==> config.mk <==
export PLATFORM = sky130hd
export DESIGN_NAME = hilo_muldiv_unit_flat
export DESIGN_NICKNAME = d
export VERILOG_FILES = /design/src/rtl/hilo_muldiv_unit_pkg.sv /design/src/rtl/hilo_muldiv_unit_if.sv /design/src/rtl/hilo_muldiv_unit_datapath.sv /design/src/rtl/hilo_muldiv_unit.sv /design/src/flat_wrapper.sv
export SDC_FILE = /design/constraint.sdc
export NUM_CORES = 1
export LEC_CHECK = 0
export CAP_MARGIN = 30
export CELL_PAD_IN_SITES_DETAIL_PLACEMENT = 0
export CELL_PAD_IN_SITES_GLOBAL_PLACEMENT = 1
export CORE_MARGIN = 10
export CORE_UTILIZATION = 45
export CTS_BUF_LIST = sky130_fd_sc_hd__clkbuf_8
export CTS_CLUSTER_DIAMETER = 150
export CTS_CLUSTER_SIZE = 30
export DETAILED_ROUTE_END_ITERATION = 10
export DONT_BUFFER_PORTS = 1
export PLACE_DENSITY = 0.82
export SLEW_MARGIN = 20
export SYNTH_ARGS = -nofsm -noshare
export SYNTH_HDL_FRONTEND = slang
export SYNTH_SLANG_ARGS = --single-unit
==> constraint.sdc <==
create_clock -name clk -period 7.18 [get_ports clk]
set_input_delay 0.718 -clock clk [delete_from_list [all_inputs] [get_ports clk]]
set_output_delay 0.718 -clock clk [all_outputs]
set_load 0.01 [all_outputs]
==> src/rtl/hilo_muldiv_unit_pkg.sv <==
// Shared ALU op codes and mul/div sequencer state encoding for hilo_muldiv_unit.
// Optional single-cycle multiplier is selected by MULDIV_FAST_MUL_EN.
package hilo_muldiv_unit_pkg;

  localparam int unsigned ALU_OP_WIDTH = 5;

  localparam logic [ALU_OP_WIDTH-1:0] ALU_OP_MUL  = 5'd24;
  localparam logic [ALU_OP_WIDTH-1:0] ALU_OP_MULU = 5'd25;
  localparam logic [ALU_OP_WIDTH-1:0] ALU_OP_DIV  = 5'd26;
  localparam logic [ALU_OP_WIDTH-1:0] ALU_OP_DIVU = 5'd27;

  localparam logic [1:0] MULDIV_STATE_IDLE = 2'd0;
  localparam logic [1:0] MULDIV_STATE_CALC = 2'd1;
  localparam logic [1:0] MULDIV_STATE_DONE = 2'd2;

  typedef enum logic [1:0] {
    StIdle = MULDIV_STATE_IDLE,
    StCalc = MULDIV_STATE_CALC,
    StDone = MULDIV_STATE_DONE
  } muldiv_state_e;

  function automatic logic op_is_mul(input logic [ALU_OP_WIDTH-1:0] op);
    return (op == ALU_OP_MUL) || (op == ALU_OP_MULU);
  endfunction

  function automatic logic op_is_div(input logic [ALU_OP_WIDTH-1:0] op);
    return (op == ALU_OP_DIV) || (op == ALU_OP_DIVU);
  endfunction

  function automatic logic op_is_signed(input logic [ALU_OP_WIDTH-1:0] op);
    return (op == ALU_OP_MUL) || (op == ALU_OP_DIV);
  endfunction

endpackage

==> src/rtl/hilo_muldiv_unit_if.sv <==
// Request/result bundle between the EX stage and the HI/LO mul/div sequencer.
interface hilo_muldiv_unit_if #(
  parameter int unsigned DATA_WIDTH   = 32,
  parameter int unsigned ALU_OP_WIDTH = 5
);

  logic                    flush;
  logic                    start;
  logic [ALU_OP_WIDTH-1:0] op;
  logic [DATA_WIDTH-1:0]   rs;
  logic [DATA_WIDTH-1:0]   rt;
  logic                    wr_hi;
  logic                    wr_lo;
  logic [DATA_WIDTH-1:0]   wr_data;
  logic                    busy;
  logic                    done;
  logic [DATA_WIDTH-1:0]   hi;
  logic [DATA_WIDTH-1:0]   lo;

  modport master (
    output flush, start, op, rs, rt, wr_hi, wr_lo, wr_data,
    input  busy, done, hi, lo
  );

  modport slave (
    input  flush, start, op, rs, rt, wr_hi, wr_lo, wr_data,
    output busy, done, hi, lo
  );

endinterface

==> src/rtl/hilo_muldiv_unit_datapath.sv <==
// Shared radix-2 shift-add / restoring shift-subtract datapath with sign fix-up.
// MULDIV_FAST_MUL_EN adds a combinational full-width product output.
module hilo_muldiv_unit_datapath #(
  parameter int unsigned DATA_WIDTH = 32
) (
  input  logic                  clk,
  input  logic                  rst_n,
  input  logic                  load,
  input  logic                  step,
  input  logic                  is_div,
  input  logic                  is_signed,
  input  logic [DATA_WIDTH-1:0] rs,
  input  logic [DATA_WIDTH-1:0] rt,
`ifdef MULDIV_FAST_MUL_EN
  output logic [DATA_WIDTH-1:0] mul_hi,
  output logic [DATA_WIDTH-1:0] mul_lo,
`endif
  output logic [DATA_WIDTH-1:0] res_hi,
  output logic [DATA_WIDTH-1:0] res_lo
);

  localparam int unsigned W = DATA_WIDTH;

  logic [2*W-1:0] acc_q, acc_nxt, mul_step, div_step, prod_fix;
  logic [W-1:0]   opnd_q;
  logic           is_div_q, neg_res_q, neg_rem_q;
  logic           rs_neg, rt_neg;
  logic [W-1:0]   rs_mag, rt_mag;
  logic [W:0]     mul_sum, div_shift;
  logic [W-1:0]   div_rem, quo_fix, rem_fix;
  logic           div_qbit;

  always_comb begin
    rs_neg = is_signed & rs[W-1];
    rt_neg = is_signed & rt[W-1];
    rs_mag = rs_neg ? -rs : rs;
    rt_mag = rt_neg ? -rt : rt;
  end

  // Multiply: acc = {partial product, multiplier}; divide: acc = {remainder, dividend/quotient}.
  always_ff @(posedge clk or negedge rst_n) begin
    if (!rst_n) begin
      acc_q     <= '0;
      opnd_q    <= '0;
      is_div_q  <= 1'b0;
      neg_res_q <= 1'b0;
      neg_rem_q <= 1'b0;
    end else if (load) begin
      acc_q     <= is_div ? {{W{1'b0}}, rs_mag} : {{W{1'b0}}, rt_mag};
      opnd_q    <= is_div ? rt_mag : rs_mag;
      is_div_q  <= is_div;
      neg_res_q <= rs_neg ^ rt_neg;
      neg_rem_q <= rs_neg;
    end else if (step) begin
      acc_q <= acc_nxt;
    end
  end

  always_comb begin
    mul_sum  = {1'b0, acc_q[2*W-1:W]} + (acc_q[0] ? {1'b0, opnd_q} : '0);
    mul_step = {mul_sum, acc_q[W-1:1]};

    div_shift = {acc_q[2*W-1:W], acc_q[W-1]};
    div_qbit  = div_shift >= {1'b0, opnd_q};
    div_rem   = div_qbit ? W'(div_shift - {1'b0, opnd_q}) : div_shift[W-1:0];
    div_step  = {div_rem, acc_q[W-2:0], div_qbit};

    acc_nxt = is_div_q ? div_step : mul_step;

    // Fix-up applies to the value the final step produces, so HI/LO load in one edge.
    prod_fix = neg_res_q ? -acc_nxt : acc_nxt;
    quo_fix  = neg_res_q ? -acc_nxt[W-1:0] : acc_nxt[W-1:0];
    rem_fix  = neg_rem_q ? -acc_nxt[2*W-1:W] : acc_nxt[2*W-1:W];

    res_hi = is_div_q ? rem_fix : prod_fix[2*W-1:W];
    res_lo = is_div_q ? quo_fix : prod_fix[W-1:0];
  end

`ifdef MULDIV_FAST_MUL_EN
  logic signed [2*W-1:0] fast_a, fast_b, fast_prod;

  always_comb begin
    fast_a    = {{W{rs_neg}}, rs};
    fast_b    = {{W{rt_neg}}, rt};
    fast_prod = fast_a * fast_b;
    mul_hi    = fast_prod[2*W-1:W];
    mul_lo    = fast_prod[W-1:0];
  end
`endif

endmodule

==> src/rtl/hilo_muldiv_unit.sv <==
// Multi-cycle mul/div sequencer owning the HI/LO pair; raises busy while iterating.
// Define MULDIV_FAST_MUL_EN to retire MUL/MULU through a single-cycle multiplier.
module hilo_muldiv_unit
  import hilo_muldiv_unit_pkg::*;
#(
  parameter int unsigned DATA_WIDTH   = 32,
  parameter int unsigned ALU_OP_WIDTH = 5
) (
  input logic               clk,
  input logic               rst_n,
  hilo_muldiv_unit_if.slave bus
);

  localparam int unsigned CNT_W = $clog2(DATA_WIDTH);
  localparam logic [CNT_W-1:0] CNT_LAST = CNT_W'(DATA_WIDTH - 1);

  muldiv_state_e         state_q, state_d;
  logic [CNT_W-1:0]      count_q, count_d;
  logic [DATA_WIDTH-1:0] hi_q, hi_d, lo_q, lo_d;
  logic [DATA_WIDTH-1:0] res_hi, res_lo;
  logic                  is_mul, is_div, is_signed, accept, load, step;
`ifdef MULDIV_FAST_MUL_EN
  logic [DATA_WIDTH-1:0] mul_hi, mul_lo;
`endif

  always_comb begin
    is_mul    = op_is_mul(bus.op);
    is_div    = op_is_div(bus.op);
    is_signed = op_is_signed(bus.op);
    accept    = (state_q != StCalc) && bus.start && (is_mul || is_div) && !bus.flush;
  end

  always_ff @(posedge clk or negedge rst_n) begin
    if (!rst_n) begin
      state_q <= StIdle;
      count_q <= '0;
      hi_q    <= '0;
      lo_q    <= '0;
    end else begin
      state_q <= state_d;
      count_q <= count_d;
      hi_q    <= hi_d;
      lo_q    <= lo_d;
    end
  end

  always_comb begin
    state_d = state_q;
    count_d = count_q;
    hi_d    = hi_q;
    lo_d    = lo_q;
    load    = 1'b0;
    step    = 1'b0;
    unique case (state_q)
      StIdle, StDone: begin
        if (bus.flush) begin
          state_d = StIdle;
        end else if (accept) begin
`ifdef MULDIV_FAST_MUL_EN
          if (is_mul) begin
            state_d = StDone;
            hi_d    = mul_hi;
            lo_d    = mul_lo;
          end else begin
            load    = 1'b1;
            count_d = '0;
            state_d = StCalc;
          end
`else
          load    = 1'b1;
          count_d = '0;
          state_d = StCalc;
`endif
        end else begin
          // A start that loses to nothing still blocks MTHI/MTLO; only idle writes land.
          state_d = StIdle;
          if (bus.wr_hi && !bus.start) hi_d = bus.wr_data;
          if (bus.wr_lo && !bus.start) lo_d = bus.wr_data;
        end
      end
      StCalc: begin
        if (bus.flush) begin
          state_d = StIdle;
        end else begin
          step    = 1'b1;
          count_d = count_q + CNT_W'(1);
          if (count_q == CNT_LAST) begin
            state_d = StDone;
            hi_d    = res_hi;
            lo_d    = res_lo;
          end
        end
      end
      default: state_d = StIdle;
    endcase
  end

  hilo_muldiv_unit_datapath #(
    .DATA_WIDTH(DATA_WIDTH)
  ) u_datapath (
    .clk      (clk),
    .rst_n    (rst_n),
    .load     (load),
    .step     (step),
    .is_div   (is_div),
    .is_signed(is_signed),
    .rs       (bus.rs),
    .rt       (bus.rt),
`ifdef MULDIV_FAST_MUL_EN
    .mul_hi   (mul_hi),
    .mul_lo   (mul_lo),
`endif
    .res_hi   (res_hi),
    .res_lo   (res_lo)
  );

  always_comb begin
    bus.busy = (state_q == StCalc);
    bus.done = (state_q == StDone);
    bus.hi   = hi_q;
    bus.lo   = lo_q;
  end

endmodule

==> src/flat_wrapper.sv <==
// flat-port wrapper written by rule: the top's interface ports become plain ports
module hilo_muldiv_unit_flat import hilo_muldiv_unit_pkg::*;
#(
  parameter int unsigned DATA_WIDTH   = 32,
  parameter int unsigned ALU_OP_WIDTH = 5
)
  (clk, rst_n, bus_flush, bus_start, bus_op, bus_rs, bus_rt, bus_wr_hi, bus_wr_lo, bus_wr_data, bus_busy, bus_done, bus_hi, bus_lo);
  hilo_muldiv_unit_if #(.DATA_WIDTH(DATA_WIDTH), .ALU_OP_WIDTH(ALU_OP_WIDTH)) bus_i ();
  input logic clk;
  input logic rst_n;
  input wire logic [$bits(bus_i.flush)-1:0] bus_flush;
  input wire logic [$bits(bus_i.start)-1:0] bus_start;
  input wire logic [$bits(bus_i.op)-1:0] bus_op;
  input wire logic [$bits(bus_i.rs)-1:0] bus_rs;
  input wire logic [$bits(bus_i.rt)-1:0] bus_rt;
  input wire logic [$bits(bus_i.wr_hi)-1:0] bus_wr_hi;
  input wire logic [$bits(bus_i.wr_lo)-1:0] bus_wr_lo;
  input wire logic [$bits(bus_i.wr_data)-1:0] bus_wr_data;
  output wire logic [$bits(bus_i.busy)-1:0] bus_busy;
  output wire logic [$bits(bus_i.done)-1:0] bus_done;
  output wire logic [$bits(bus_i.hi)-1:0] bus_hi;
  output wire logic [$bits(bus_i.lo)-1:0] bus_lo;
  assign bus_i.flush = bus_flush;
  assign bus_i.start = bus_start;
  assign bus_i.op = bus_op;
  assign bus_i.rs = bus_rs;
  assign bus_i.rt = bus_rt;
  assign bus_i.wr_hi = bus_wr_hi;
  assign bus_i.wr_lo = bus_wr_lo;
  assign bus_i.wr_data = bus_wr_data;
  assign bus_busy = bus_i.busy;
  assign bus_done = bus_i.done;
  assign bus_hi = bus_i.hi;
  assign bus_lo = bus_i.lo;
  hilo_muldiv_unit #(.DATA_WIDTH(DATA_WIDTH), .ALU_OP_WIDTH(ALU_OP_WIDTH)) u_core (.clk(clk), .rst_n(rst_n), .bus(bus_i));
endmodule
==> flow_summary_export.csv <==
group,metric,value,unit
synth,synth_cell_types,93,
synth,yosys.area.top_type,"dfrtp_1",
synth,synth_top_cell_area_share,0.261,
place,place_congestion,1.02,
critical_path,worstPathCellList,"ha_1 > a21oi_2 > o21ai_2 > a221o_1 > a311o_1 > a21oi_4 > a21oi_1 > inv_1 > ha_1 > o221ai_1 > nor3_1 > and2_1 > nand4_1 > nor2_1 > nor2_1 > or4_4 > nor3_2 > a21oi_1 > xnor2_1 > a221o_1",
cells_and_area,fill_cells,3671,
cells_and_area,multi_input_comb_area,0.0112,mm²
clock_tree,cts_tree,"done",
route,viasPerCell,6.47,
cells_and_area,final_nets,2270,
clock_tree,numCtsBuffers,17,
synth,async_flop_share,1.00,
synth,syn_area,0.0163,mm²
floorplanning,floorplan.initialDensity,0.457,
critical_path,slowest_stage,"or4_4",
timing,period_needed,5900,ps
critical_path,path_buf_inv,1,
timing,final-setup-viol-count,0,
global_routing,grt_use_total,0.292,
cells_and_area,final_util,0.476,
global_routing,antenna_found_initial,5,
global_routing,grtUsageMet2,0.443,
floorplanning,num_io_pins,173,
critical_path,path_class,"register to register",
cells_and_area,drive_gt1_frac,0.0532,
outcome,outcome,"complete, no violations",
cells_and_area,area_growth_syn_to_layout,4.28,%
synth,ys_ff_latch,170,
clock_tree,clk_latency,520,ps
cells_and_area,diodes,0,
timing,rsz0062_at_grt,"no",
timing,fmax,169,MHz
route,via_count,16600,
route,dr.pass1.iters,8,
critical_path,crit_path_start_kind,"register",
synth,seq_area_frac_synth,0.261,
global_routing,use_met3,0.0712,
clock_tree,clockBufferDepth,2,
floorplanning,die_w,210,µm
critical_path,max_stage_delay,580,ps
route,drc_errors,0,
clock_tree,root_buffer,"clkbuf_8",
floorplanning,fp-row-count,69,
route,detail_route.wl_per_cell,25.9,µm
synth,synth_warnings,0,
timing,maxSlewViolCount,0,
floorplanning,dieArea,0.0442,mm²
critical_path,critPathMaxFanout,8,
power_and_ir_drop,vdd.ir_drop.worst,177,µV
floorplanning,die_height,210,µm
critical_path,arrival,6320,ps
job,drv_cap,0,
critical_path,cp.required,7600,ps
worst_hold_path,min_path_type,"input port to async pin",
global_routing,busiest_layer,"met2",
cells_and_area,final-seq-area,0.00426,mm²
timing,relSlewSlack,0.326,
global_routing,grt_overflow,0,
route,routed_wl,66.4,mm
global_routing,grt_max_degree,171,
timing,tightest_slew,1010,ps
place,portBuffers,0,
power_and_ir_drop,power_density,420,mW/mm²
timing,tns,0,ps
synth,synth_area_leaders,"dfrtp_1 (26%), a21oi_1 (6.7%), o21ai_0 (6.4%)",
global_routing,grt_pass1_wl,99.3,mm
route,drtIter0Drc,1905,
place,place_hpwl,52.4,mm
critical_path,path_delay_family,"compound AO/OA/AOI/OAI gates",
clock_tree,cts.sinks,170,
clock_tree,ctsResizeCount,0,
critical_path,cp-end-kind,"register",
synth,syn_avg_cell_area,7.47,µm²
synth,synth_flop_cell,"dfrtp_1",
clock_tree,path_clk_slew,120,ps
timing,clock_skew,19.6,ps
synth,synth-edff-count,0,
timing,fin_crit_sh,0.822,
route,ant_nets,0,
clock_tree,postCtsSetupBuffers,0,
clock_tree,h-tree-depth,4,
synth,syn_nets,2359,
timing,hold_viol_final,0,
floorplanning,fp.coreArea,0.0357,mm²
synth,syn_inst,2180,
global_routing,use_met1,0.385,
global_routing,grt_pass1_vias,15400,
power_and_ir_drop,p_leak,7.08,nW
critical_path,worst-path-stages,20,
critical_path,rr_worst_depth,20,
state kept, by name, summed over array words and instances (netlist names):
signal / cells
u_core.u_datapath.acc_q: 64
u_core.bus.hi: 32
u_core.count_q: 5
u_core.u_datapath.neg_res_q: 1
u_core.bus.lo: 32
u_core.u_datapath.is_div_q: 1
u_core.u_datapath.opnd_q: 32
u_core.u_datapath.neg_rem_q: 1
u_core.state_q: 2
timing repair:
item	in CTS	in global routing
hold endpoints to repair	170	0
hold buffers	1	0
endpoints found under the setup margin	0	0
metrics by stage:
stage	total power (W)	area [µm²]	setup WS, ps	instances	hold slack, ps
floorplan	0.00472	16300	1600	2180	422
global placement	0.00623	16500	1650	2529	428
detailed placement	0.00623	16500	1460	2530	427
CTS	0.00701	17000	1430	2563	272
global route	0.00756	17000	938	2565	282
finish	0.00712	17000	1280	2565	221
cell usage in the layout (no fill, tap or decap), types with 7 or more instances in the layout:
master / synthesis / final
a211oi_1: 23 / 23
o31ai_1: 22 / 22
or3_1: 17 / 17
inv_1: 73 / 73
dfrtp_1: 170 / 169
and3_1: 14 / 13
a21o_1: 38 / 38
or2_2: 7 / 7
mux2i_1: 46 / 46
nand4_1: 25 / 25
nor4_1: 17 / 17
xor2_1: 61 / 61
o221ai_1: 14 / 14
xnor2_1: 96 / 96
nand2b_1: 16 / 14
and2_1: 50 / 50
clkbuf_8: 0 / 18
o22ai_1: 7 / 7
a21oi_1: 219 / 218
a211o_1: 8 / 8
a31oi_1: 25 / 25
nor3b_1: 8 / 8
o211ai_1: 56 / 56
o21ai_0: 209 / 209
nor2b_1: 12 / 12
ha_1: 70 / 70
mux2_2: 9 / 9
o21a_1: 20 / 20
nand2_1: 267 / 267
buf_4: 3 / 25
nand3_1: 64 / 63
nor3_1: 50 / 50
nor2_1: 200 / 199
final cells by class:
cell class / count / area share
Clock buffer: 18 / 0.0146
Clock inverter: 14 / 0.00899
Inverter: 75 / 0.0166
Multi-Input combinational cell: 1798 / 0.660
Sequential cell: 170 / 0.251
Tap cell: 461 / 0.0340
Timing Repair Buffer: 29 / 0.0146
synthesized netlist by cell type, types with 23 or more instances:
cell,number
a211oi_1,23
a21o_1,38
a21oi_1,219
a31oi_1,25
and2_1,50
clkbuf_1,104
dfrtp_1,170
ha_1,70
inv_1,73
mux2i_1,46
nand2_1,267
nand3_1,64
nand4_1,25
nor2_1,200
nor3_1,50
o211ai_1,56
o21ai_0,209
xnor2_1,96
xor2_1,61
layer usage:
metal | vias up | wire length (µm)
met5 | - | 26
li1 | 7693 | -
met2 | 781 | 29000
met4 | 4 | 3050
met3 | 112 | 6380
met1 | 8018 | 27900
worst register-to-register path: stages, from the launching register on:
cell	delay (ps)
dfrtp_1	430
ha_1	400
a21oi_2	260
o21ai_2	90
a221o_1	460
a311o_1	510
a21oi_4	210
a21oi_1	170
inv_1	160
ha_1	220
o221ai_1	180
nor3_1	250
and2_1	340
nand4_1	250
nor2_1	320
nor2_1	190
or4_4	580
nor3_2	160
a21oi_1	110
xnor2_1	170
a221o_1	320
logic make-up after synthesis:
family | after synthesis | synth area share
compound gates | 735 | 0.286
xor+xnor | 157 | 0.0845
fa+ha+maj | 72 | 0.0563
buf+inv | 212 | 0.0518
flops | 170 | 0.261
mux | 55 | 0.0345
simple gates | 779 | 0.226
power by group:
group | internal (W) | leakage, nW | switching, W
logic | 0.00163 | 4.78 | 0.00317
clock network | 0.000299 | 0.200 | 0.000443
registers | 0.00121 | 2.10 | 0.000382
total | 0.00313 | 7.08 | 0.00399
path summary, 6_finish.rpt:
| kind | startpoint | endpoint | slack, ps |
|---|---|---|---|
| min | rst_n | u_core.bus.lo[23] | 220 |
| max | u_core.u_datapath.acc_q[49] | u_core.bus.hi[30] | 1280 |
| min in group clk | bus_wr_data[16] | u_core.bus.hi[16] | 340 |
| max in group asynchronous | rst_n | u_core.u_datapath.is_div_q | 6130 |
| max reg2reg | u_core.u_datapath.acc_q[49] | u_core.bus.hi[30] | 1280 |
| min reg2reg | u_core.count_q[4] | u_core.count_q[4] | 520 |
Power figures use the tool's default switching activity.
